**src/rtl/vend_pkg.sv**
```systemverilog
// Shared types, state encodings and the product price table for the vending controller.
package vend_pkg;

  localparam logic [2:0] ST_IDLE_ENC     = 3'd0;
  localparam logic [2:0] ST_SELECT_ENC   = 3'd1;
  localparam logic [2:0] ST_PAY_ENC      = 3'd2;
  localparam logic [2:0] ST_DISPENSE_ENC = 3'd3;
  localparam logic [2:0] ST_RETURN_ENC   = 3'd4;

  typedef enum logic [2:0] {
    ST_IDLE     = ST_IDLE_ENC,
    ST_SELECT   = ST_SELECT_ENC,
    ST_PAY      = ST_PAY_ENC,
    ST_DISPENSE = ST_DISPENSE_ENC,
    ST_RETURN   = ST_RETURN_ENC
  } state_e;

  // Fixed price list; slots beyond the table are free (price 0).
  function automatic logic [7:0] price_of(input logic [31:0] code);
    case (code)
      32'd0:   price_of = 8'd10;
      32'd1:   price_of = 8'd50;
      32'd2:   price_of = 8'd30;
      32'd3:   price_of = 8'd20;
      32'd4:   price_of = 8'd15;
      32'd5:   price_of = 8'd25;
      32'd6:   price_of = 8'd40;
      32'd7:   price_of = 8'd5;
      default: price_of = 8'd0;
    endcase
  endfunction

endpackage

```
**src/rtl/vend_inventory.sv**
```systemverilog
// Per-slot stock counters with a read port, a dispense decrement and a restock add.
module vend_inventory #(
  parameter int NUM_PRODUCTS = 8,
  parameter int CODE_W       = 3,
  parameter int STOCK_W      = 4,
  parameter int INIT_STOCK   = 5
) (
  input  logic               i_clk,
  input  logic               i_rst_n,
  input  logic [CODE_W-1:0]  i_rd_code,
  output logic [STOCK_W-1:0] o_rd_stock,
  input  logic               i_dec_valid,
  input  logic [CODE_W-1:0]  i_dec_code,
  input  logic               i_rs_valid,
  input  logic [CODE_W-1:0]  i_rs_code,
  input  logic [STOCK_W-1:0] i_rs_qty
);

  localparam logic [STOCK_W:0] MAX_STOCK = {1'b0, {STOCK_W{1'b1}}};

  logic [STOCK_W-1:0] r_stock [NUM_PRODUCTS];
  logic [STOCK_W:0]   w_sum   [NUM_PRODUCTS];
  logic [STOCK_W-1:0] w_next  [NUM_PRODUCTS];

  // Read mux; codes outside the slot range read as empty.
  always_comb begin
    o_rd_stock = '0;
    for (int i = 0; i < NUM_PRODUCTS; i++)
      if (i_rd_code == CODE_W'(i)) o_rd_stock = r_stock[i];
  end

  // Net update: add restock, remove the dispensed unit, then saturate once.
  always_comb begin
    for (int i = 0; i < NUM_PRODUCTS; i++) begin
      w_sum[i] = {1'b0, r_stock[i]};
      if (i_rs_valid && i_rs_code == CODE_W'(i))
        w_sum[i] = w_sum[i] + {1'b0, i_rs_qty};
      if (i_dec_valid && i_dec_code == CODE_W'(i) && w_sum[i] != '0)
        w_sum[i] = w_sum[i] - (STOCK_W+1)'(1);
      w_next[i] = (w_sum[i] > MAX_STOCK) ? MAX_STOCK[STOCK_W-1:0] : w_sum[i][STOCK_W-1:0];
    end
  end

  // Stock registers, reloaded to the initial fill on reset.
  always_ff @(posedge i_clk or negedge i_rst_n) begin
    if (!i_rst_n) begin
      for (int i = 0; i < NUM_PRODUCTS; i++) r_stock[i] <= STOCK_W'(INIT_STOCK);
    end else begin
      for (int i = 0; i < NUM_PRODUCTS; i++) r_stock[i] <= w_next[i];
    end
  end

endmodule

```
**src/rtl/vend_ctrl_param.sv**
```systemverilog
// Multi-product vending controller: selection, incremental coin payment, timeout refund, dispense.
module vend_ctrl_param
  import vend_pkg::*;
#(
  parameter int NUM_PRODUCTS   = 8,
  parameter int CODE_W         = $clog2(NUM_PRODUCTS),
  parameter int VALUE_W        = 8,
  parameter int STOCK_W        = 4,
  parameter int INIT_STOCK     = 5,
  parameter int TIMEOUT_CYCLES = 1000
) (
  input  logic               i_clk,
  input  logic               i_rst_n,
  input  logic               i_start,
  input  logic               i_cancel,
  input  logic [CODE_W-1:0]  i_product_code,
  input  logic               i_online_payment,
  input  logic               i_coin_valid,
  input  logic [VALUE_W-1:0] i_coin_value,
  input  logic               i_restock_valid,
  input  logic [CODE_W-1:0]  i_restock_code,
  input  logic [STOCK_W-1:0] i_restock_qty,
  output logic [2:0]         o_state,
  output logic [VALUE_W-1:0] o_product_price,
  output logic [VALUE_W-1:0] o_balance,
  output logic               o_dispense_product,
  output logic [CODE_W-1:0]  o_dispensed_code,
  output logic               o_change_valid,
  output logic [VALUE_W-1:0] o_return_change,
  output logic               o_sold_out,
  output logic               o_coin_reject
);

  localparam int TMR_W = $clog2(TIMEOUT_CYCLES + 1);
  localparam logic [TMR_W-1:0] TMR_LOAD = TMR_W'(TIMEOUT_CYCLES);

  state_e             r_state;
  logic [CODE_W-1:0]  r_code;
  logic [VALUE_W-1:0] r_price;
  logic [VALUE_W-1:0] r_balance;
  logic [VALUE_W-1:0] r_change;
  logic               r_online;
  logic [TMR_W-1:0]   r_timer;
  logic               r_dispense;
  logic [CODE_W-1:0]  r_disp_code;
  logic               r_change_valid;
  logic               r_sold_out;
  logic               r_coin_reject;

  logic [STOCK_W-1:0] w_sel_stock;
  logic               w_code_ok;
  logic [VALUE_W:0]   w_sum;
  logic               w_coin_ovf;
  logic               w_coin_acc;
  logic [VALUE_W-1:0] w_bal_next;
  logic [VALUE_W-1:0] w_eff_price;
  logic [VALUE_W-1:0] w_disp_change;

  vend_inventory #(
    .NUM_PRODUCTS(NUM_PRODUCTS), .CODE_W(CODE_W),
    .STOCK_W(STOCK_W), .INIT_STOCK(INIT_STOCK)
  ) u_inv (
    .i_clk(i_clk), .i_rst_n(i_rst_n),
    .i_rd_code(i_product_code), .o_rd_stock(w_sel_stock),
    .i_dec_valid(r_state == ST_DISPENSE), .i_dec_code(r_code),
    .i_rs_valid(i_restock_valid), .i_rs_code(i_restock_code), .i_rs_qty(i_restock_qty)
  );

  // Coin arithmetic one bit wide so an overflowing coin can be rejected instead of wrapping.
  assign w_code_ok     = 32'(i_product_code) < 32'(NUM_PRODUCTS);
  assign w_sum         = {1'b0, r_balance} + {1'b0, i_coin_value};
  assign w_coin_ovf    = i_coin_valid && w_sum[VALUE_W];
  assign w_coin_acc    = i_coin_valid && !w_sum[VALUE_W];
  assign w_bal_next    = w_coin_acc ? w_sum[VALUE_W-1:0] : r_balance;
  assign w_eff_price   = r_online ? '0 : r_price;
  assign w_disp_change = (r_balance >= w_eff_price) ? (r_balance - w_eff_price) : '0;

  // Transaction FSM with all outputs registered; pulses default low every cycle.
  always_ff @(posedge i_clk or negedge i_rst_n) begin
    if (!i_rst_n) begin
      r_state        <= ST_IDLE;
      r_code         <= '0;
      r_price        <= '0;
      r_balance      <= '0;
      r_change       <= '0;
      r_online       <= 1'b0;
      r_timer        <= '0;
      r_dispense     <= 1'b0;
      r_disp_code    <= '0;
      r_change_valid <= 1'b0;
      r_sold_out     <= 1'b0;
      r_coin_reject  <= 1'b0;
    end else begin
      r_dispense     <= 1'b0;
      r_disp_code    <= '0;
      r_change_valid <= 1'b0;
      r_sold_out     <= 1'b0;
      r_coin_reject  <= 1'b0;
      case (r_state)
        ST_IDLE: begin
          if (i_start) r_state <= ST_SELECT;
        end
        ST_SELECT: begin
          if (i_cancel) begin
            r_change       <= '0;
            r_change_valid <= 1'b1;
            r_state        <= ST_RETURN;
          end else if (i_start) begin
            if (!w_code_ok || w_sel_stock == '0) begin
              r_sold_out <= 1'b1;
            end else begin
              r_code  <= i_product_code;
              r_price <= VALUE_W'(price_of(32'(i_product_code)));
              r_timer <= TMR_LOAD;
              r_state <= ST_PAY;
            end
          end
        end
        ST_PAY: begin
          // A coin is banked even on cancel/timeout so it is part of the refund.
          r_coin_reject <= w_coin_ovf;
          r_balance     <= w_bal_next;
          if (i_coin_valid)         r_timer <= TMR_LOAD;
          else if (r_timer != '0)   r_timer <= r_timer - TMR_W'(1);
          if (i_cancel || r_timer == '0) begin
            r_change       <= w_bal_next;
            r_change_valid <= 1'b1;
            r_state        <= ST_RETURN;
          end else if (i_online_payment) begin
            r_online    <= 1'b1;
            r_dispense  <= 1'b1;
            r_disp_code <= r_code;
            r_state     <= ST_DISPENSE;
          end else if (w_coin_acc && w_bal_next >= r_price) begin
            r_dispense  <= 1'b1;
            r_disp_code <= r_code;
            r_state     <= ST_DISPENSE;
          end
        end
        ST_DISPENSE: begin
          r_change       <= w_disp_change;
          r_change_valid <= 1'b1;
          r_state        <= ST_RETURN;
        end
        ST_RETURN: begin
          r_balance <= '0;
          r_price   <= '0;
          r_code    <= '0;
          r_online  <= 1'b0;
          r_change  <= '0;
          r_state   <= ST_IDLE;
        end
        default: r_state <= ST_IDLE;
      endcase
    end
  end

  assign o_state            = r_state;
  assign o_product_price    = r_price;
  assign o_balance          = r_balance;
  assign o_dispense_product = r_dispense;
  assign o_dispensed_code   = r_disp_code;
  assign o_change_valid     = r_change_valid;
  assign o_return_change    = r_change;
  assign o_sold_out         = r_sold_out;
  assign o_coin_reject      = r_coin_reject;

endmodule
```
**config.mk**
```make
export PLATFORM = sky130hd
export DESIGN_NAME = vend_ctrl_param
export DESIGN_NICKNAME = d
export VERILOG_FILES = /design/src/rtl/vend_pkg.sv /design/src/rtl/vend_inventory.sv /design/src/rtl/vend_ctrl_param.sv
export SDC_FILE = /design/constraint.sdc
export NUM_CORES = 1
export LEC_CHECK = 0
export BUFFER_PORTS_ARGS = -buffer_cell sky130_fd_sc_hd__clkbuf_2
export CAP_MARGIN = 10
export CORE_ASPECT_RATIO = 1.25
export CORE_MARGIN = 1
export CORE_UTILIZATION = 35
export CTS_BUF_LIST = sky130_fd_sc_hd__clkbuf_8 sky130_fd_sc_hd__clkbuf_16
export DETAILED_ROUTE_END_ITERATION = 8
export GPL_TIMING_DRIVEN = 0
export PLACE_DENSITY = 0.59
export SKIP_CTS_REPAIR_TIMING = 1
export SLEW_MARGIN = 20
export SYNTH_ARGS = -nofsm -noshare
export SYNTH_HDL_FRONTEND = slang
export SYNTH_SLANG_ARGS = --single-unit
```
**constraint.sdc**
```tcl
create_clock -name i_clk -period 6 [get_ports i_clk]
set_input_delay 0.3 -clock i_clk [delete_from_list [all_inputs] [get_ports i_clk]]
set_output_delay 0.3 -clock i_clk [all_outputs]
set_load 0.05 [all_outputs]
```
==> metrics.txt <==
status finished with violations; failing checks hold timing; Async SR Flop Fraction 1.00; Met1 Wirelength 8.00 mm; final instance area 7900 um^2; critical path capture point type register; Clock Sink Count 78; share of cells above drive strength 1 0.152; DRT antenna net count 0; met2 WL 8.62 mm; vias in the first global route 5764; Yosys warning total 0; antenna violations before repair 2; Final Hold Fails 12; Post-synth EDFFs 0; CP required 6.20 ns; global route overflow 0; clk root buf clkbuf_16; Final #Nets 957; Critical Path AT 4.60 ns; max-cap violations 0; DP Area 7580 um^2; number of setup violations in the final report 0; RSZ-0062 raised after global routing false; Num CTS Buffers 9; all-layer global routing usage 0.179; Min Hold Slack -0.0361 ns; Tcrit/Tclk final 0.734; H-tree depth 3; sequential-to-total area share from yosys stat 0.282; top sig layer met5; routability cong. 0.835; vias 6042; CTS tree built; Rows 57; HPWL Detailed 13.5 mm; Longest Clk Path Bufs 2; setup TNS 0 ns; normalized max-slew margin 0.417; die area 20500 um^2; DR iter-0 viols 336; CP Class reg2reg; DR WL/cell 15.6 um; fin. max-slew vios 0; metal3 WL 612 um; VDD IR max 0.163 mV; min cycle time layout 4.40 ns; Worst-Margin Slew 0.868 ns; die width 128 um; crit start category register; Clock Pin Slew Worst Setup and Hold Paths 0.06 ns; Area Overhead vs Synth 13.1%; pwr/cell area 490 nW/um^2; R2R Setup Slk 1.60 ns; Yosys cell types 79; largest net degree at the start of global routing 79; max frequency 227 MHz; Post-synth top flop dfrtp_1; Mean Syn Cell Area 8.81 um^2; leak pwr 3.61 nW; cells after synthesis 793; clk_lat worst skew 0.35 ns; core area 19500 um^2; Via density 5.37; most frequent cells in the layout nor2_1, ha_1, inv_1, dfrtp_1, nand2_1; Initial Util 0.359; num ports 59; Post-Syn Area 6980 um^2; FF+latch count, synth 78; port bufs 51; drt first pass iters 4; Die Ht 160 um; worst hold path class in2async; first-pass GRT wire length 29.2 mm; post-layout util 0.406; DRT Wirelength 17.6 mm; DRC 0; critical path fanouts, max 9; Post-Route Skew 0.00491 ns
## per-layer routing
layer	global-route usage	vias to the layer above
met2	0.306	86
met1	0.227	2875
met4	0.0594	2
met5	0	-
met3	0.0298	23
li1	-	3056
## through the flow
step / instances / total power, mW / setup slack [ns] / hold slack, ns
CTS: 1125 / 3.90 / 1.55 / 0.00912
detailed placement: 1110 / 3.29 / 1.58 / 0.384
global placement: 1110 / 3.25 / 1.53 / 0.531
finish: 1126 / 3.87 / 1.60 / -0.0361
floorplan: 794 / 2.76 / 2.02 / 0.00441
global route: 1125 / 4.23 / 1.21 / 0.0324
## where the power goes
group | switching, mW | internal (mW)
clock network | 0.227 | 0.362
logic | 1.39 | 0.879
registers | 0.232 | 0.784
total | 1.84 | 2.03
## kinds of logic after synthesis
| kind of cell | Yosys count | share of synthesized area |
|---|---|---|
| AND/OR/NAND/NOR | 272 | 0.211 |
| AO/OA/AOI/OAI | 221 | 0.219 |
| buffers and inverters | 81 | 0.0493 |
| flip-flops | 78 | 0.282 |
| adder cells (fa/ha/maj) | 76 | 0.147 |
| multiplexers | 37 | 0.0577 |
| XOR/XNOR | 27 | 0.0339 |
| other | 1 | 0.000537 |
## final timing paths
path                                      end  cells after the start                from
hold reg to reg            o_return_change[0]                      2  o_return_change[0]
min in group i_clk                 o_sold_out                      3             i_start
setup reg to reg                   o_state[0]                     16        o_balance[0]
max in group asynchronous  o_dispense_product                      1             i_rst_n
setup / recovery                   o_state[0]                     16        o_balance[0]
hold / removal               u_inv.r_stock[7]                      1             i_rst_n
## synthesized netlist by cell type (7+ instances only)
cell       count  area, um^2
ha_1          66         826
nor2_1        66         248
dfrtp_1       62        1550
inv_1         62         233
nand2_1       60         225
o21ai_0       46         230
a21oi_1       38         190
mux2i_1       27         270
a21o_1        23         173
nand3_1       22         110
xnor2_1       22         193
nand2b_1      21         131
dfstp_2       16         420
nor3_1        16        80.1
a31oi_1       15        93.8
and3_1        15        93.8
o21a_1        12        90.1
nand4_1       11        68.8
fa_1          10         200
nor2b_1        8        50.1
clkbuf_1       7        26.3
nor4_1         7        43.8
o2111ai_1      7        61.3
or2_2          7        43.8
or3_1          7        43.8
## registers in the layout, summed over array words and instances, names as in the netlist
| signal | count |
|---|---|
| u_inv.r_stock | 32 |
| r_timer | 10 |
| o_balance | 8 |
| o_return_change | 8 |
| o_product_price | 6 |
| o_dispensed_code | 3 |
| o_state | 3 |
| r_code | 3 |
| o_change_valid | 1 |
| o_coin_reject | 1 |
| o_dispense_product | 1 |
| o_sold_out | 1 |
| r_online | 1 |
## worst max-delay path, stage by stage, from the launching register on
cell and delay, ns:
dfrtp_1 0.42, ha_1 0.23, inv_1 0.07, fa_1 0.40
nor2b_1 0.24, o2111ai_1 0.17, a31oi_1 0.22, nor3b_1 0.07
buf_2 0.21, mux2i_1 0.30, ha_1 0.28, nand2b_1 0.15
a211oi_1 0.22, o31ai_1 0.11, a211o_1 0.32, a211oi_1 0.67
o211ai_1 0.18
## layout make-up
| class | count | area (um^2) |
|---|---|---|
| plain buffers | 19 | 111 |
| repair buffers | 51 | 264 |
| clock inverters | 6 | 86.3 |
| inverters | 62 | 233 |
| flip-flops and latches | 78 | 1970 |
| clock buffers | 9 | 225 |
| fillers | 1970 | 11600 |
| multi-input cells | 635 | 4670 |
| well taps | 265 | 332 |
| diodes | 1 | 2.50 |
No activity file was read; power rests on OpenSTA's default activity.
